`src/rtl/zzadd_arb4.sv`:
```
// zzadd_arb4: 4-way round-robin arbiter sharing one 32-bit adder; 64-bit adds take a LO then HI pass.
// Optional res_par output (XOR of res_data) when ZZADD_ARB4_PAR_EN is defined.
module zzadd_arb4 #(
  parameter int PTR_RST = 0
) (
  input  logic         rclk,
  input  logic         arst_l,
  input  logic [3:0]   req_vld,
  input  logic [3:0]   req_op64,
  input  logic [255:0] req_a,
  input  logic [255:0] req_b,
  input  logic [3:0]   req_cin,
  output logic [3:0]   req_rdy,
  output logic         res_vld,
  input  logic         res_rdy,
  output logic [1:0]   res_id,
  output logic [63:0]  res_data,
  output logic         res_cout32,
  output logic         res_cout64,
`ifdef ZZADD_ARB4_PAR_EN
  output logic         res_par,
`endif
  output logic         busy
);
  typedef enum logic [1:0] {IDLE, LO, HI, HOLD} state_t;
  state_t state_q, state_d;
  logic [1:0] ptr_q, ptr_d, id_q, id_d, win;
  logic [63:0] a_q, a_d, b_q, b_d;
  logic [31:0] lo_q, lo_d, hi_q, hi_d;
  logic cin_q, cin_d, op64_q, op64_d, c32_q, c32_d, c64_q, c64_d;
  logic found, gnt, lo;
  logic [32:0] sum;
  always_comb begin
    win = ptr_q;
    found = 1'b0;
    for (int i = 3; i >= 0; i--)
      if (req_vld[ptr_q + 2'(i)]) begin
        win = ptr_q + 2'(i);
        found = 1'b1;
      end
  end
  assign gnt = arst_l & found & ((state_q == IDLE) | ((state_q == HOLD) & res_rdy));
  assign req_rdy = gnt ? 4'b1 << win : 4'b0;
  assign lo = state_q == LO;
  // the only adder: low halves with cin in LO, high halves with the stored carry in HI
  assign sum = {1'b0, lo ? a_q[31:0] : a_q[63:32]} + {1'b0, lo ? b_q[31:0] : b_q[63:32]}
             + {32'b0, lo ? cin_q : c32_q};
  always_comb begin
    state_d = state_q;
    ptr_d = ptr_q;
    id_d = id_q;
    a_d = a_q;
    b_d = b_q;
    cin_d = cin_q;
    op64_d = op64_q;
    lo_d = lo_q;
    hi_d = hi_q;
    c32_d = c32_q;
    c64_d = c64_q;
    if (gnt) begin
      state_d = LO;
      ptr_d = win + 2'd1;
      id_d = win;
      a_d = req_a[64*win +: 64];
      b_d = req_b[64*win +: 64];
      cin_d = req_cin[win];
      op64_d = req_op64[win];
      hi_d = '0;
      c64_d = 1'b0;
    end else if (state_q == LO) begin
      state_d = op64_q ? HI : HOLD;
      lo_d = sum[31:0];
      c32_d = sum[32];
      c64_d = sum[32];
    end else if (state_q == HI) begin
      state_d = HOLD;
      hi_d = sum[31:0];
      c64_d = sum[32];
    end else if (state_q == HOLD && res_rdy)
      state_d = IDLE;
  end
`ifdef ZZADD_ARB4_PAR_EN
  logic par_q, par_d;
  assign par_d = ^{hi_d, lo_d};
  assign res_par = par_q;
`endif
  always_ff @(posedge rclk or negedge arst_l)
    if (!arst_l) begin
      state_q <= IDLE;
      ptr_q <= 2'(PTR_RST);
      id_q <= '0;
      a_q <= '0;
      b_q <= '0;
      cin_q <= 1'b0;
      op64_q <= 1'b0;
      lo_q <= '0;
      hi_q <= '0;
      c32_q <= 1'b0;
      c64_q <= 1'b0;
`ifdef ZZADD_ARB4_PAR_EN
      par_q <= 1'b0;
`endif
    end else begin
      state_q <= state_d;
      ptr_q <= ptr_d;
      id_q <= id_d;
      a_q <= a_d;
      b_q <= b_d;
      cin_q <= cin_d;
      op64_q <= op64_d;
      lo_q <= lo_d;
      hi_q <= hi_d;
      c32_q <= c32_d;
      c64_q <= c64_d;
`ifdef ZZADD_ARB4_PAR_EN
      par_q <= par_d;
`endif
    end
  assign res_vld = state_q == HOLD;
  assign busy = state_q != IDLE;
  assign res_id = id_q;
  assign res_data = {hi_q, lo_q};
  assign res_cout32 = c32_q;
  assign res_cout64 = c64_q;
endmodule

```
`config.mk`:
```
export PLATFORM = sky130hd
export DESIGN_NAME = zzadd_arb4
export DESIGN_NICKNAME = d
export VERILOG_FILES = /design/src/rtl/zzadd_arb4.sv
export SDC_FILE = /design/constraint.sdc
export NUM_CORES = 1
export LEC_CHECK = 0
export ABC_AREA = 1
export BUFFER_PORTS_ARGS = -buffer_cell sky130_fd_sc_hd__buf_4
export CORE_AREA = 2 2 234 236
export DETAILED_ROUTE_END_ITERATION = 16
export DIE_AREA = 0 0 236 238
export SLEW_MARGIN = 20
export SYNTH_ARGS = -nofsm -noshare
export SYNTH_HDL_FRONTEND = slang
export SYNTH_SLANG_ARGS = --single-unit
```
`constraint.sdc`:
```
create_clock -name rclk -period 4.8 [get_ports rclk]
set_input_delay 0.72 -clock rclk [delete_from_list [all_inputs] [get_ports rclk]]
set_output_delay 0.72 -clock rclk [all_outputs]
set_load 0.02 [all_outputs]
```
=== Word-level counts from Yosys, hierarchy flattened ===
Index checks and enable logic that the tools add are counted.

* Register bits: 202
* Latch bits: 0
* RAM bits: 0
* ROM bits: 0
* Word-level logic and storage cells: 77
* Memories kept: 0

* Add/subtract/negate cells: 6
* Multiply operators: 0
* Divide/modulo/power cells: 0
* Order comparisons: 5
* Equality and inequality tests: 4
* Shift-type cells: 3
* Mux-type cells: 35
* Bitwise logic cells: 5
* Reduce and logical (&&, ||, !) cells: 8

{| class="wikitable"
|+ Operator list
! cell !! number
|-
| 256-bit by 9-bit indexed part select with 64-bit output || 2
|-
| 32-bit two-way mux || 5
|-
| 32-bit by 32-bit adder with 33-bit output || 1
|-
| 33-bit by 1-bit adder with 33-bit output || 1
|-
| 2-bit two-way mux || 8
|-
| 2-bit by 3-bit < comparator with 1-bit output, second input constant || 5
|-
| 1-bit two-way mux || 15
|-
| 1-bit binary-select mux with 2-bit select || 6
|-
| 2-bit by 1-bit adder with 2-bit output, second input constant || 2
|-
| 2-bit adder, second input constant || 2
|-
| 2-bit equality test, second input constant || 2
|-
| 4-bit two-way mux || 1
|-
| 2-bit AND reduction || 2
|-
| 2-bit nonzero test || 2
|-
| 4-bit nonzero test || 1
|-
| 1-bit by 2-bit << shifter with 4-bit output, first input constant || 1
|-
| 1-bit bitwise AND || 3
|-
| 3-bit nonzero test || 1
|-
| 2-bit by 1-bit equality test with 1-bit output, second input constant || 1
|-
| 2-bit logical NOT || 1
|-
| 2-bit inequality test, second input constant || 1
|-
| 1-bit logical AND || 1
|-
| 1-bit NOT || 1
|-
| 1-bit OR || 1
|}

=== Longest topological paths before layout ===
Gate-level depths: netlist (run 1).

* Depth in word-level cells: 11
* Depth in mapped cells: 21

=== Worst setup path after synthesis (run 1) ===
No wires, ideal clock.

* Path type: flip-flop to flip-flop
* From: register state_q[1]
* To: register hi_q[16]
* Arrival time: 3.008 ns
* Data required time: 4.683 ns
* Path slack: 1.675 ns
* Stages on the path, launching flop included: 22
* Clock period less this slack: 3.125 ns
* Path through: dfrtp_1 inv_1 ha_1 clkbuf_1 inv_2 clkbuf_1 nand2_1 a21boi_0 fa_1 inv_1 fa_1 nand3_1 nand2_1 a21o_1 nand2_1 nand2_1 nand2_1 nand2_1 nand2_1 nand2_1 nand2_1 nand2_1

* Word-level cells in the longest chain between the ends: 7
* Elaborated cells on any way between the ends: 18
* Those cells by class: add/sub: 2; eq/ne: 4; mux: 6; bitwise: 3; reduce/logical: 3

{| class="wikitable"
|+ RTL lines
! what !! line !! source
|-
| start, declared || 26 || <nowiki>state_t state_q, state_d;</nowiki>
|-
| start signal, assigned || 104 || <nowiki>state_q <= state_d;</nowiki>
|-
| 2-bit by 1-bit equality test with 1-bit output || 44, 70 ||
|-
| 32-bit two-way mux || 46 || <nowiki>assign sum = {1'b0, lo ? a_q[31:0] : a_q[63:32]} + {1'b0, lo ? b_q[31:0] : b_q[63:32]}</nowiki>
|-
| 32-bit by 32-bit adder with 33-bit output || 46 ||
|-
| 33-bit by 1-bit adder with 33-bit output || 47 || <nowiki>+ {32'b0, lo ? cin_q : c32_q};</nowiki>
|-
| 32-bit two-way mux || 75 || <nowiki>end else if (state_q == HI) begin</nowiki>
|-
| 32-bit two-way mux || 70 || <nowiki>end else if (state_q == LO) begin</nowiki>
|-
| 32-bit two-way mux || 60 || <nowiki>if (gnt) begin</nowiki>
|-
| end signal, assigned || 112 || <nowiki>hi_q <= hi_d;</nowiki>
|-
| end, declared || 29 || <nowiki>logic [31:0] lo_q, lo_d, hi_q, hi_d;</nowiki>
|}

Several ways; a longest one is shown, not always the timed one. The select of a mux whose other input is x is not followed.
A chain may end at the register's enable or synchronous reset.

=== Worst setup path in the final report (run 1) ===
* From: register ptr_q[0]
* To: output req_rdy[2]

* Word-level cells in the longest chain between the ends: 10
* Elaborated cells on any way between the ends: 23
* Those cells by class: add/sub: 3; shift: 1; mux: 17; bitwise: 2

{| class="wikitable"
|+ RTL lines
! what !! line !! source
|-
| start, declared || 27 || <nowiki>logic [1:0] ptr_q, ptr_d, id_q, id_d, win;</nowiki>
|-
| start signal, assigned || 90 || <nowiki>ptr_q <= 2'(PTR_RST);</nowiki>
|-
| start signal, assigned || 105 || <nowiki>ptr_q <= ptr_d;</nowiki>
|-
| 2-bit adder || 37, 38 ||
|-
| 1-bit binary-select mux with 2-bit select || 37 || <nowiki>if (req_vld[ptr_q + 2'(i)]) begin</nowiki>
|-
| 1-bit two-way mux (implied by the code) || 37 ||
|-
| 1-bit two-way mux (4 in a row) || 37 ||
|-
| 1-bit bitwise AND (2 in a row) || 42 || <nowiki>assign gnt = arst_l & found & ((state_q == IDLE) | ((state_q == HOLD) & res_rdy));</nowiki>
|-
| 4-bit two-way mux (*) || 43 || <nowiki>assign req_rdy = gnt ? 4'b1 << win : 4'b0;</nowiki>
|-
| end, declared || 13 || <nowiki>output logic [3:0] req_rdy,</nowiki>
|}

Every way passes the cells marked *; elsewhere a longest branch is shown, timed or not. The select of a mux whose other input is x is not followed.

==> summary.txt, run 1 <==
Run
  • MaxCap Viol Count: 0

Critical path
  • CP Data Arrival Time: 3.40 ns
  • Launching point of the worst reg2reg path: state_q[1]$_DFFE_PN0P_
  • Max stage delay on crit path: 0.66 ns
  • Worst Path Required: between 4 and 5 ns
  • Crit path cell chain: inv_4, nand2_1, nand3_1, nand2_1, inv_1, nand2_1, nand2_2, nand2_2, nand2_8, nand2_4, inv_1, ha_1, inv_1, nor2_1, buf_4
  • Crit. End Element: output port
  • Critical R2R Capture: lo_q[21]$_DFFE_PN0P_
  • Worst r2r path cells: 18
  • Startpoint Class: flop
  • CP Launch Point: ptr_q[0]$_DFFE_PN0P_
  • Crit Path Class: flop to output port
  • Crit Path Max Fanout: 84
  • R2R Setup Slk: 1.26 ns
  • Worst Setup EP: req_rdy[2]
  • Crit-path slowest cell: dfrtp_1

Global route
  • First-pass GRT wire length: 105 mm
  • Overall routing resource usage: 0.242
  • Grt ovf: 0
  • Largest net degree at the start of global routing: 180
  • Number of global-route vias before repair: 17100
  • Initial antenna violation count: 3

Layout
  • Commonest non-fill, non-tap cell in the layout: nand2_1
  • Area Overhead vs Synth: 38.5%
  • Final nets: 3403
  • Fill cells: 5816
  • Commonest non-fill, non-tap cells in the layout: 1008 x nand2_1, 703 x nand3_1, 615 x buf_4
  • Share of cells above drive strength 1: 0.240
  • Post-layout instance area: 20700 sq um

Timing
  • Final Max Slew Viols: 0
  • RSZ-0062 raised after global routing: false
  • Hold Violations, Final: 0
  • Period utilization: 0.859
  • Worst hold slack: 0.0648 ns
  • Fmax: 0.243 GHz
  • Final setup TNS: 0 ns
  • Worst slew pin tran: 0.972 ns
  • Finish-stage setup viols: 0
  • Clk_skew: 0.0190 ns
  • Slew headroom: 0.352
  • Min Tclk post-route: just over 4 ns

Floorplanning
  • DIE HEIGHT: 238 um
  • # IOs: between 600 and 700
  • Die area: 56200 sq um
  • Num rows: 85
  • Core box area: 53500 sq um
  • DIE WIDTH: around 240 um
  • Initial core utilization: 0.279

Synthesis
  • Post-Syn Area: approximately 15000 sq um
  • Avg Cell Area, Syn: 6.34 sq um
  • Netlist cell types: 33
  • Sequential share of the synthesized area: 0.339
  • Cell count after synthesis: 2355
  • Synth warn: 0
  • Register bit total from synthesis: 202
  • Syn nets: approximately 2900

Pwr
  • VDD IR max: ~1.5 mV
  • Leakage: 11.1 nW
  • Cell Pwr Density: 874 nW/um^2

Drt
  • Via Count: between 15000 and 20000
  • Routed len/inst: 19.8 um
  • Drt drc: 0
  • Final WL: 70.3 mm
  • Vias/cell: 5.05
  • Drt pass-1 iters: 6
  • ANT nets after route: 0
  • DR iter-0 viols: between 1500 and 2000

Placement
  • Cell Area, Placed: about 20000 sq um
  • Number of buffers added on ports: 600
  • Gpl congestion: 0.930
  • DPL Wire Length: roughly 53 mm

Clock tree
  • Root Driver: clkbuf_16
  • Clock Sink Count: 202
  • Post-CTS setup buffer count: 0
  • Max Buffers Root-to-Sink: 3
  • PostCTS Resize Cnt: 0
  • H-tree level count: 1
  • Clk slew on worst S/H paths: 0.06 ns
  • Hold buffers post-CTS: 0
  • CTS tree: built
  • Clk_lat worst skew: roughly 0.54 ns
  • Num CTS Buffers: 26

Hold path
  • HP Class: input port to asynchronous set/reset pin

Outcome
  • Status: finished clean
critical path, delay by kind of cell (launching register included):
kind / cells / cell delay [ns]
AND/OR/NAND/NOR: 9 / 1.42
buffers and inverters: 5 / 0.52
flip-flops: 1 / 0.66
adder cells (fa/ha/maj): 1 / 0.23
synthesized netlist by cell type:
cell type,count,area share
nand3_4,1,0.0012
nand3b_1,10,0.0050
fa_1,2,0.0027
a21boi_0,1,0.00050
buf_6,9,0.0068
o22ai_1,1,0.00042
nor3_1,6,0.0020
or2_2,3,0.0013
nand2_1,1011,0.25
inv_4,1,0.00042
buf_2,93,0.031
clkbuf_1,55,0.014
ha_1,39,0.033
nand4_1,5,0.0021
nand3_1,703,0.24
nor2_1,44,0.011
inv_2,5,0.0013
a21o_1,3,0.0015
a21oi_1,48,0.016
buf_4,2,0.0010
nand2_2,2,0.00084
o21bai_1,2,0.0010
inv_1,38,0.0096
mux2i_1,2,0.0013
o31ai_1,2,0.0010
o21ai_1,2,0.00067
o21ai_0,26,0.0087
buf_1,12,0.0030
nor4_1,3,0.0013
xor2_1,15,0.0088
nand2_4,1,0.00075
o21a_1,6,0.0030
dfrtp_1,202,0.34
final cells by class:
| cell class | instances | area, sq um | share of cell area |
|---|---|---|---|
| clock inverters | 10 | 119 | 0.00575 |
| inverters | 44 | 174 | 0.00842 |
| multi-input cells | 1938 | 8910 | 0.431 |
| diodes | 2 | 5.00 | 0.000242 |
| well taps | 696 | 871 | 0.0421 |
| flip-flops and latches | 202 | 5050 | 0.245 |
| repair buffers | 623 | 4770 | 0.231 |
| clock buffers | 37 | 753 | 0.0365 |
worst min path at each step:
stage / startpoint / endpoint / slack, ns / cells after the start
floorplan: arst_l / a_q[0]$_DFFE_PN0P_ / 0.42 / 0
global placement: hi_q[1]$_DFFE_PN0P_ / hi_q[1]$_DFFE_PN0P_ / 0.46 / 2
detailed placement: hi_q[1]$_DFFE_PN0P_ / hi_q[1]$_DFFE_PN0P_ / 0.46 / 2
CTS: arst_l / b_q[46]$_DFFE_PN0P_ / 0.05 / 1
global route: arst_l / hi_q[2]$_DFFE_PN0P_ / 0.07 / 1
finish: arst_l / hi_q[2]$_DFFE_PN0P_ / 0.06 / 1
state kept, by name (all words and copies together), names as in the netlist:
register / cells
a_q: 64
res_id: 2
state_q: 2
lo_q: 32
cin_q: 1
res_cout32: 1
hi_q: 32
ptr_q: 2
op64_q: 1
b_q: 64
res_cout64: 1
per-stage QoR:
step	setup slack [ns]	power, mW	utilization	instances
floorplan	1.67	12.0	-	2355
global placement	1.17	16.0	0.370	3503
detailed placement	1.15	16.0	0.370	3503
CTS	0.669	18.1	0.386	3550
global route	0.396	19.8	0.386	3552
finish	0.679	18.1	0.386	3552
report_power, final:
part | internal (mW) | switching (mW)
clock network | 1.20 | 0.783
logic | 4.03 | 8.87
registers | 2.53 | 0.634
total | 7.76 | 10.3
routing by layer:
metal | GRT usage | part of all wire
met1 | 0.335 | 0.44
met2 | 0.396 | 0.47
met3 | 0.0352 | 0.059
met4 | 0.0614 | 0.025
met5 | 0 | 0
cell families after synthesis:
group                      Yosys count  share of synthesized area
and+or+nand+nor                   1789                      0.516
buffers and inverters              215                     0.0671
DFF                                202                      0.339
AOI/OAI and AO/OA                   91                     0.0330
adders and majority gates           41                     0.0354
xor gates and xnor gates            15                    0.00881
muxes                                2                    0.00134
Note: power is estimated with default switching activity, not from simulation.
==> run 2, diff against run 1 <==
==> constraint.sdc (replaced) <==
create_clock -name rclk -period 5.1 [get_ports rclk]
set_input_delay 0.765 -clock rclk [delete_from_list [all_inputs] [get_ports rclk]]
set_output_delay 0.765 -clock rclk [all_outputs]
set_load 0.02 [all_outputs]
==> summary.txt, run 2 (synthesized netlist as in run 1, its figures left out) <==
Global route
  • Overall routing resource usage: 0.234 (was 0.242)
  • First-pass GRT wire length: 102 mm (was 105 mm)
  • Grt ovf: 0 (unchanged)
  • Largest net degree at the start of global routing: 158 (was 180)
  • Initial antenna violation count: 2 (was 3)
  • Number of global-route vias before repair: 17200 (was 17100)

Clock tree
  • Clk_lat worst skew: 0.52 ns (was 0.54 ns)
  • CTS tree: built (unchanged)
  • Post-CTS setup buffer count: 0 (unchanged)
  • Clk slew on worst S/H paths: 0.06 ns (about the same)
  • Hold buffers post-CTS: 0 (unchanged)
  • PostCTS Resize Cnt: 0 (unchanged)
  • Num CTS Buffers: 24 (was 26)
  • Root Driver: clkbuf_16 (unchanged)
  • Max Buffers Root-to-Sink: 3 (unchanged)
  • Clock Sink Count: 202 (unchanged)
  • H-tree level count: 1 (unchanged)

Placement
  • DPL Wire Length: 52.7 mm (was 53.5 mm)
  • Gpl congestion: 0.923 (was 0.930)
  • Cell Area, Placed: 19800 sq um (about the same)
  • Number of buffers added on ports: 600 (unchanged)

Critical path
  • Crit-path slowest cell: dfrtp_1 (unchanged)
  • Crit path cell chain: inv_4, nand2_1, nand2_1, nand2_1, nand2_1, nand2_1, nand2_2, nand2_2, nand2_8, nand2_4, inv_1, ha_1, inv_1, nor2_1, buf_4 (was inv_4, nand2_1, nand3_1, nand2_1, inv_1, nand2_1, nand2_2, nand2_2, nand2_8, nand2_4, inv_1, ha_1, inv_1, nor2_1, buf_4)
  • Crit Path Max Fanout: 75 (was 84)
  • Crit. End Element: output port (unchanged)
  • CP Data Arrival Time: 3.22 ns (was 3.40 ns)
  • Crit Path Class: flop to output port (unchanged)
  • Worst Path Required: 4.34 ns (was 4.08 ns)
  • Crit path top cell by count: nand2_1
  • Cell family with most CP delay: simple AND/OR/NAND/NOR gates (unchanged)
  • Max stage delay on crit path: 0.65 ns (was 0.66 ns)
  • Startpoint Class: flop (unchanged)
  • WP buf/inv: 4 (was 5)

Drt
  • Via Count: 17800 (was 17900)
  • DR iter-0 viols: 1431 (was 1637)
  • Drt pass-1 iters: 5 (was 6)
  • Drt drc: 0 (unchanged)
  • Final WL: 68.3 mm (was 70.3 mm)
  • ANT nets after route: 0 (unchanged)
  • Routed len/inst: 19.3 um (was 19.8 um)
  • Vias/cell: 5.03 (was 5.05)

Floorplanning
  • DIE HEIGHT: 238 um (unchanged)
  • Initial core utilization: 0.279 (unchanged)
  • Die area: 56200 sq um (unchanged)
  • # IOs: 601 (unchanged)
  • Num rows: 85 (unchanged)
  • DIE WIDTH: 236 um (unchanged)
  • Core box area: 53500 sq um (unchanged)

Layout
  • Share of cells above drive strength 1: 0.238 (was 0.240)
  • Top Registers: a_q (64), b_q (64) (unchanged)
  • Final nets: 3400 (was 3403)
  • Post-layout instance area: 20600 sq um (was 20700 sq um)
  • Area Overhead vs Synth: 38.0% (was 38.5%)
  • Commonest non-fill, non-tap cell in the layout: nand2_1 (unchanged)
  • Commonest non-fill, non-tap cells in the layout: 1008 x nand2_1, 703 x nand3_1, 614 x buf_4 (was 1008 x nand2_1, 703 x nand3_1, 615 x buf_4)

Pwr
  • Cell Pwr Density: 813 nW/um^2 (was 874 nW/um^2)
  • Leakage: 11.1 nW (about the same)
  • VDD IR max: 0.608 mV (was 1.45 mV)

Timing
  • Clk_skew: 0.0118 ns (was 0.0190 ns)
  • RSZ-0062 raised after global routing: false (unchanged)
  • Hold Violations, Final: 0 (unchanged)
  • Final Max Slew Viols: 0 (unchanged)
  • Period utilization: 0.782
  • Min Tclk post-route: between 3 and 4 ns
  • Fmax: 0.251 GHz
  • Finish-stage setup viols: 0 (unchanged)
  • Worst slew pin tran: 1.12 ns (was 0.972 ns)
  • Final setup TNS: 0 ns (unchanged)
  • Slew headroom: 0.253 (was 0.352)

Run
  • MaxCap Viol Count: 0 (unchanged)

Outcome
  • Status: finished clean (unchanged)

Hold path
  • HP Class: input port to asynchronous set/reset pin (unchanged)
## run 2: changes by cell type in the layout (fill, tap and decap cells not counted), moves of 2 or more
| cell | before | now |
|---|---|---|
| clkinvlp_4 | 6 | 1 |
| clkbuf_8 | 4 | 1 |
| clkinv_2 | 2 | 6 |
| clkbuf_16 | 27 | 25 |
## run 2: metrics by stage
step | hold WS (ns) | std cells | setup slack [ns] | power [mW] | util
3_5_place_dp | 0.462 | 3501 | 1.46 | 14.9 | 0.370
4_1_cts | 0.174 | 3542 | 1.07 | 16.7 | 0.384
5_1_grt | 0.190 | 3544 | 0.805 | 18.3 | 0.385
6_report | 0.162 | 3544 | 1.11 | 16.7 | 0.385
2_1_floorplan | 0.443 | 2355 | 1.97 | 11.3 | -
3_3_place_gp | 0.459 | 3501 | 1.49 | 15.0 | 0.370
## run 2: final timing paths
kind	end	slack (ns)	start	depth (start not counted)
worst min register to register	hi_q[2]$_DFFE_PN0P_	0.47	hi_q[2]$_DFFE_PN0P_	2
min in group rclk	hi_q[2]$_DFFE_PN0P_	0.47	hi_q[2]$_DFFE_PN0P_	2
max in group asynchronous	a_q[50]$_DFFE_PN0P_	3.67	arst_l	2
worst max register to register	hi_q[30]$_DFFE_PN0P_	1.46	state_q[1]$_DFFE_PN0P_	18
worst max-delay path	req_rdy[2]	1.11	ptr_q[0]$_DFFE_PN0P_	15
worst min-delay path	b_q[44]$_DFFE_PN0P_	0.16	arst_l	1
## run 2: worst reg2reg max path: cells and delay by family (launching register included)
kind	cells	cell delay, ns
fa+ha+maj	3	0.92
flops	1	0.39
compound gates	1	0.30
simple gates	11	1.29
buf+inv	3	0.63
## run 2: power breakdown
| part | total [mW] | switching (mW) | internal (mW) | leakage [nW] |
|---|---|---|---|---|
| registers | 2.93 | 0.545 | 2.38 | 2.54 |
| logic | 12.1 | 8.30 | 3.77 | 8.13 |
| clock network | 1.73 | 0.676 | 1.06 | 0.384 |
| total | 16.7 | 9.52 | 7.21 | 11.1 |
## run 2: layout make-up
cell class                      count  area [sq um]
Fill cell                        5834         32900
Multi-Input combinational cell   1938          8930
Sequential cell                   202          5050
Timing Repair Buffer              622          4770
Tap cell                          696           871
Clock buffer                       32           662
Inverter                           44           174
Clock inverter                      9           123
Antenna cell                        1          2.50
## run 2: routing by layer
metal,up-vias,routed length [um],GRT usage
met3,90,4230,0.0392
met2,636,32100,0.386
met5,-,11,0
li1,8744,-,-
met4,2,1630,0.0544
met1,8370,30300,0.320
==> run 3, diff against run 2 <==
==> constraint.sdc (replaced) <==
create_clock -name rclk -period 3.3 [get_ports rclk]
set_input_delay 0.495 -clock rclk [delete_from_list [all_inputs] [get_ports rclk]]
set_output_delay 0.495 -clock rclk [all_outputs]
set_load 0.02 [all_outputs]
==> summary.txt, run 3 (synthesized netlist as in run 1, its figures left out) <==
Outcome
  • Status: finished clean (unchanged)

Floorplanning
  • DIE WIDTH: 236 um (unchanged)
  • Core box area: 53500 sq um (unchanged)
  • Initial core utilization: 0.279 (unchanged)
  • Num rows: 85 (unchanged)
  • Die area: 56200 sq um (unchanged)
  • # IOs: 601 (unchanged)
  • DIE HEIGHT: 238 um (unchanged)

Hold path
  • Hold Crit Endpoint: b_q[12]$_DFFE_PN0P_
  • Hold Crit Start: req_b[204]
  • Hold path depth: 5
  • HP Class: input port to flop (was input port to asynchronous set/reset pin)

Pwr
  • Cell Pwr Density: 1280 nW/um^2 (was 813 nW/um^2)
  • Comb pwr share: 0.730 (was 0.722)
  • Switching Share: 0.560 (was 0.569)
  • Switching power: 15.0 mW (was 9.52 mW)
  • Design Power: 26.8 mW (was 16.7 mW)
  • Internal power: 11.8 mW (was 7.21 mW)
  • Sequential share of power: 0.168 (was 0.175)
  • Leakage: 11.2 nW (was 11.1 nW)
  • Clk network pwr share: 0.102 (was 0.104)
  • VDD IR max: 0.802 mV (was 0.608 mV)

Drt
  • Via Count: 17900 (was 17800)
  • ANT nets after route: 0 (unchanged)
  • Drt drc: 0 (unchanged)
  • DR iter-0 viols: 1388 (was 1431)
  • Final WL: 69.1 mm (was 68.3 mm)
  • Routed len/inst: 19.3 um (about the same)
  • Drt pass-1 iters: 5 (unchanged)
  • Vias/cell: 5.01 (was 5.03)

Timing
  • Worst slew pin tran: 0.876 ns (was 1.12 ns)
  • Final setup TNS: 0 ns (unchanged)
  • Period utilization: 0.982
  • Fmax: 0.309 GHz
  • Hold Violations, Final: 0 (unchanged)
  • RSZ-0062 raised after global routing: true (was false)
  • Slew headroom: 0.416 (was 0.253)
  • Finish-stage setup viols: 0 (unchanged)
  • Final Max Slew Viols: 0 (unchanged)
  • Clk_skew: 0.00954 ns (was 0.0118 ns)
  • Worst hold slack: 0.277 ns (was 0.162 ns)
  • Min Tclk post-route: 3.24 ns

Critical path
  • Critical R2R Capture: lo_q[18]$_DFFE_PN0P_ (was hi_q[30]$_DFFE_PN0P_)
  • Crit Path Max Fanout: 38 (was 75)
  • Launching point of the worst reg2reg path: state_q[1]$_DFFE_PN0P_ (unchanged)
  • CP Data Arrival Time: 3.65 ns (was 3.22 ns)
  • Crit path cell chain: inv_1, ha_4, buf_4, nand2_1, nand2_1, ha_1, a21oi_1, o21ai_0, a21oi_1, nand3_1, or2_2, nand3_1, nand2_1 (was inv_4, nand2_1, nand2_1, nand2_1, nand2_1, nand2_1, nand2_2, nand2_2, nand2_8, nand2_4, inv_1, ha_1, inv_1, nor2_1, buf_4)
  • Crit Path Class: flop to flop (was flop to output port)
  • Crit path top cell by count: nand2_1 (unchanged)
  • Max stage delay on crit path: 0.40 ns (was 0.65 ns)
  • R2R Setup Slk: 0.06 ns (was 1.46 ns)
  • Worst Path Required: 3.71 ns (was 4.34 ns)
  • Startpoint Class: flop (unchanged)
  • Worst r2r path cells: 13 (was 18)
  • Crit-path slowest cell: dfrtp_1 (unchanged)
  • Crit. End Element: flop (was output port)

Clock tree
  • Clock Sink Count: 202 (unchanged)
  • H-tree level count: 1 (unchanged)
  • Clk slew on worst S/H paths: 0.06 ns (about the same)
  • Clk_lat worst skew: 0.53 ns (was 0.52 ns)
  • Root Driver: clkbuf_16 (unchanged)
  • CTS tree: built (unchanged)
  • Max Buffers Root-to-Sink: 3 (unchanged)
  • Num CTS Buffers: 25 (was 24)

Placement
  • Number of buffers added on ports: 600 (unchanged)
  • Cells after DPL: 3530 (was 3501)
  • Gpl congestion: 0.945 (was 0.923)
  • DPL Wire Length: 53.7 mm (was 52.7 mm)

Layout
  • Final nets: 3430 (was 3400)
  • Commonest non-fill, non-tap cells in the layout: 1008 x nand2_1, 703 x nand3_1, 633 x buf_4 (was 1008 x nand2_1, 703 x nand3_1, 614 x buf_4)
  • Commonest non-fill, non-tap cell in the layout: nand2_1 (unchanged)
  • Share of cells above drive strength 1: 0.250 (was 0.238)
  • Fill cells: 5777 (was 5834)
  • Post-Layout Cell Count: 3576 (was 3544)
  • Top Registers: a_q (64), b_q (64) (unchanged)
  • Area Overhead vs Synth: 40.7% (was 38.0%)
  • Final core utilization: 0.392 (was 0.385)

Global route
  • Number of global-route vias before repair: 17200 (about the same)
  • Initial antenna violation count: 4 (was 2)
  • Largest net degree at the start of global routing: 105 (was 158)
  • Grt ovf: 0 (unchanged)
  • First-pass GRT wire length: 103 mm (was 102 mm)
  • Overall routing resource usage: 0.235 (was 0.234)

Run
  • MaxCap Viol Count: 0 (unchanged)
-- run 3: changes by cell type in the layout (fill, tap and decap cells not counted), moves of 2 or more --
| cell | delta |
|---|---|
| buf_4 | +19 |
| buf_12 | +9 |
| ha_1 | -3 |
| nor2_2 | +3 |
| clkbuf_8 | +2 |
| diode_2 | +2 |
| ha_2 | +2 |
| nor2_1 | -2 |
| o21ai_0 | -2 |
| o21ai_2 | +2 |
-- run 3: metal layers --
layer	share of wire	vias up	track usage	routed length, um
met5	0.00019	-	0	13
met3	0.061	94	0.0378	4200
met4	0.027	2	0.0708	1890
met2	0.46	646	0.378	32000
met1	0.45	8354	0.325	31000
li1	-	8817	-	-
-- run 3: power groups by stage --
stage	Combinational, mW	Sequential (mW)	Clock [mW]
2_1_floorplan	12.8	4.59	0
3_3_place_gp	19.3	4.56	0
3_5_place_dp	19.3	4.54	0
4_1_cts	19.5	4.51	2.79
5_1_grt	21.8	4.62	2.89
6_report	19.6	4.51	2.75
-- run 3: timing repair --
action,4_1_cts,5_1_grt
endpoints found under the setup margin,0,38
buffers inserted,0,0
gates resized for setup,0,16
endpoints found under the hold margin,23,0
hold buffers,1,0
-- run 3: worst max path at each step --
stage / start / end / slack (ns) / cells past startpoint
3_5_place_dp: state_q[1]$_DFFE_PN0P_ / lo_q[20]$_DFFE_PN0P_ / 0.11 / 13
5_1_grt: state_q[1]$_DFFE_PN0P_ / lo_q[18]$_DFFE_PN0P_ / -0.03 / 14
2_1_floorplan: state_q[1]$_DFFE_PN0P_ / hi_q[16]$_DFFE_PN0P_ / 0.17 / 21
6_report: state_q[1]$_DFFE_PN0P_ / lo_q[18]$_DFFE_PN0P_ / 0.06 / 13
4_1_cts: ptr_q[0]$_DFFE_PN0P_ / req_rdy[0] / 0.05 / 15
3_3_place_gp: state_q[1]$_DFFE_PN0P_ / lo_q[20]$_DFFE_PN0P_ / 0.13 / 13
-- run 3: final cells by class --
cell class / count / area [sq um] / area share
inverters: 44 / 174 / 0.00829
multi-input cells: 1938 / 8960 / 0.427
diodes: 3 / 7.51 / 0.000358
repair buffers: 651 / 5100 / 0.243
clock inverters: 9 / 126 / 0.00602
well taps: 696 / 871 / 0.0415
flip-flops and latches: 202 / 5060 / 0.241
clock buffers: 33 / 686 / 0.0327
-- run 3: stage by stage --
step / cell area, sq um / worst slack [ns]
global route: 21000 / -0.0255
floorplan: 14900 / 0.175
finish: 21000 / 0.0603
detailed placement: 20100 / 0.114
global placement: 20100 / 0.127
CTS: 20900 / 0.0450
-- run 3: critical path: cells and delay by family, from the launching register on --
family,cells,cell delay (ns)
compound gates,3,0.68
fa+ha+maj,2,0.48
buf+inv,2,0.52
flops,1,0.40
simple gates,6,1.01
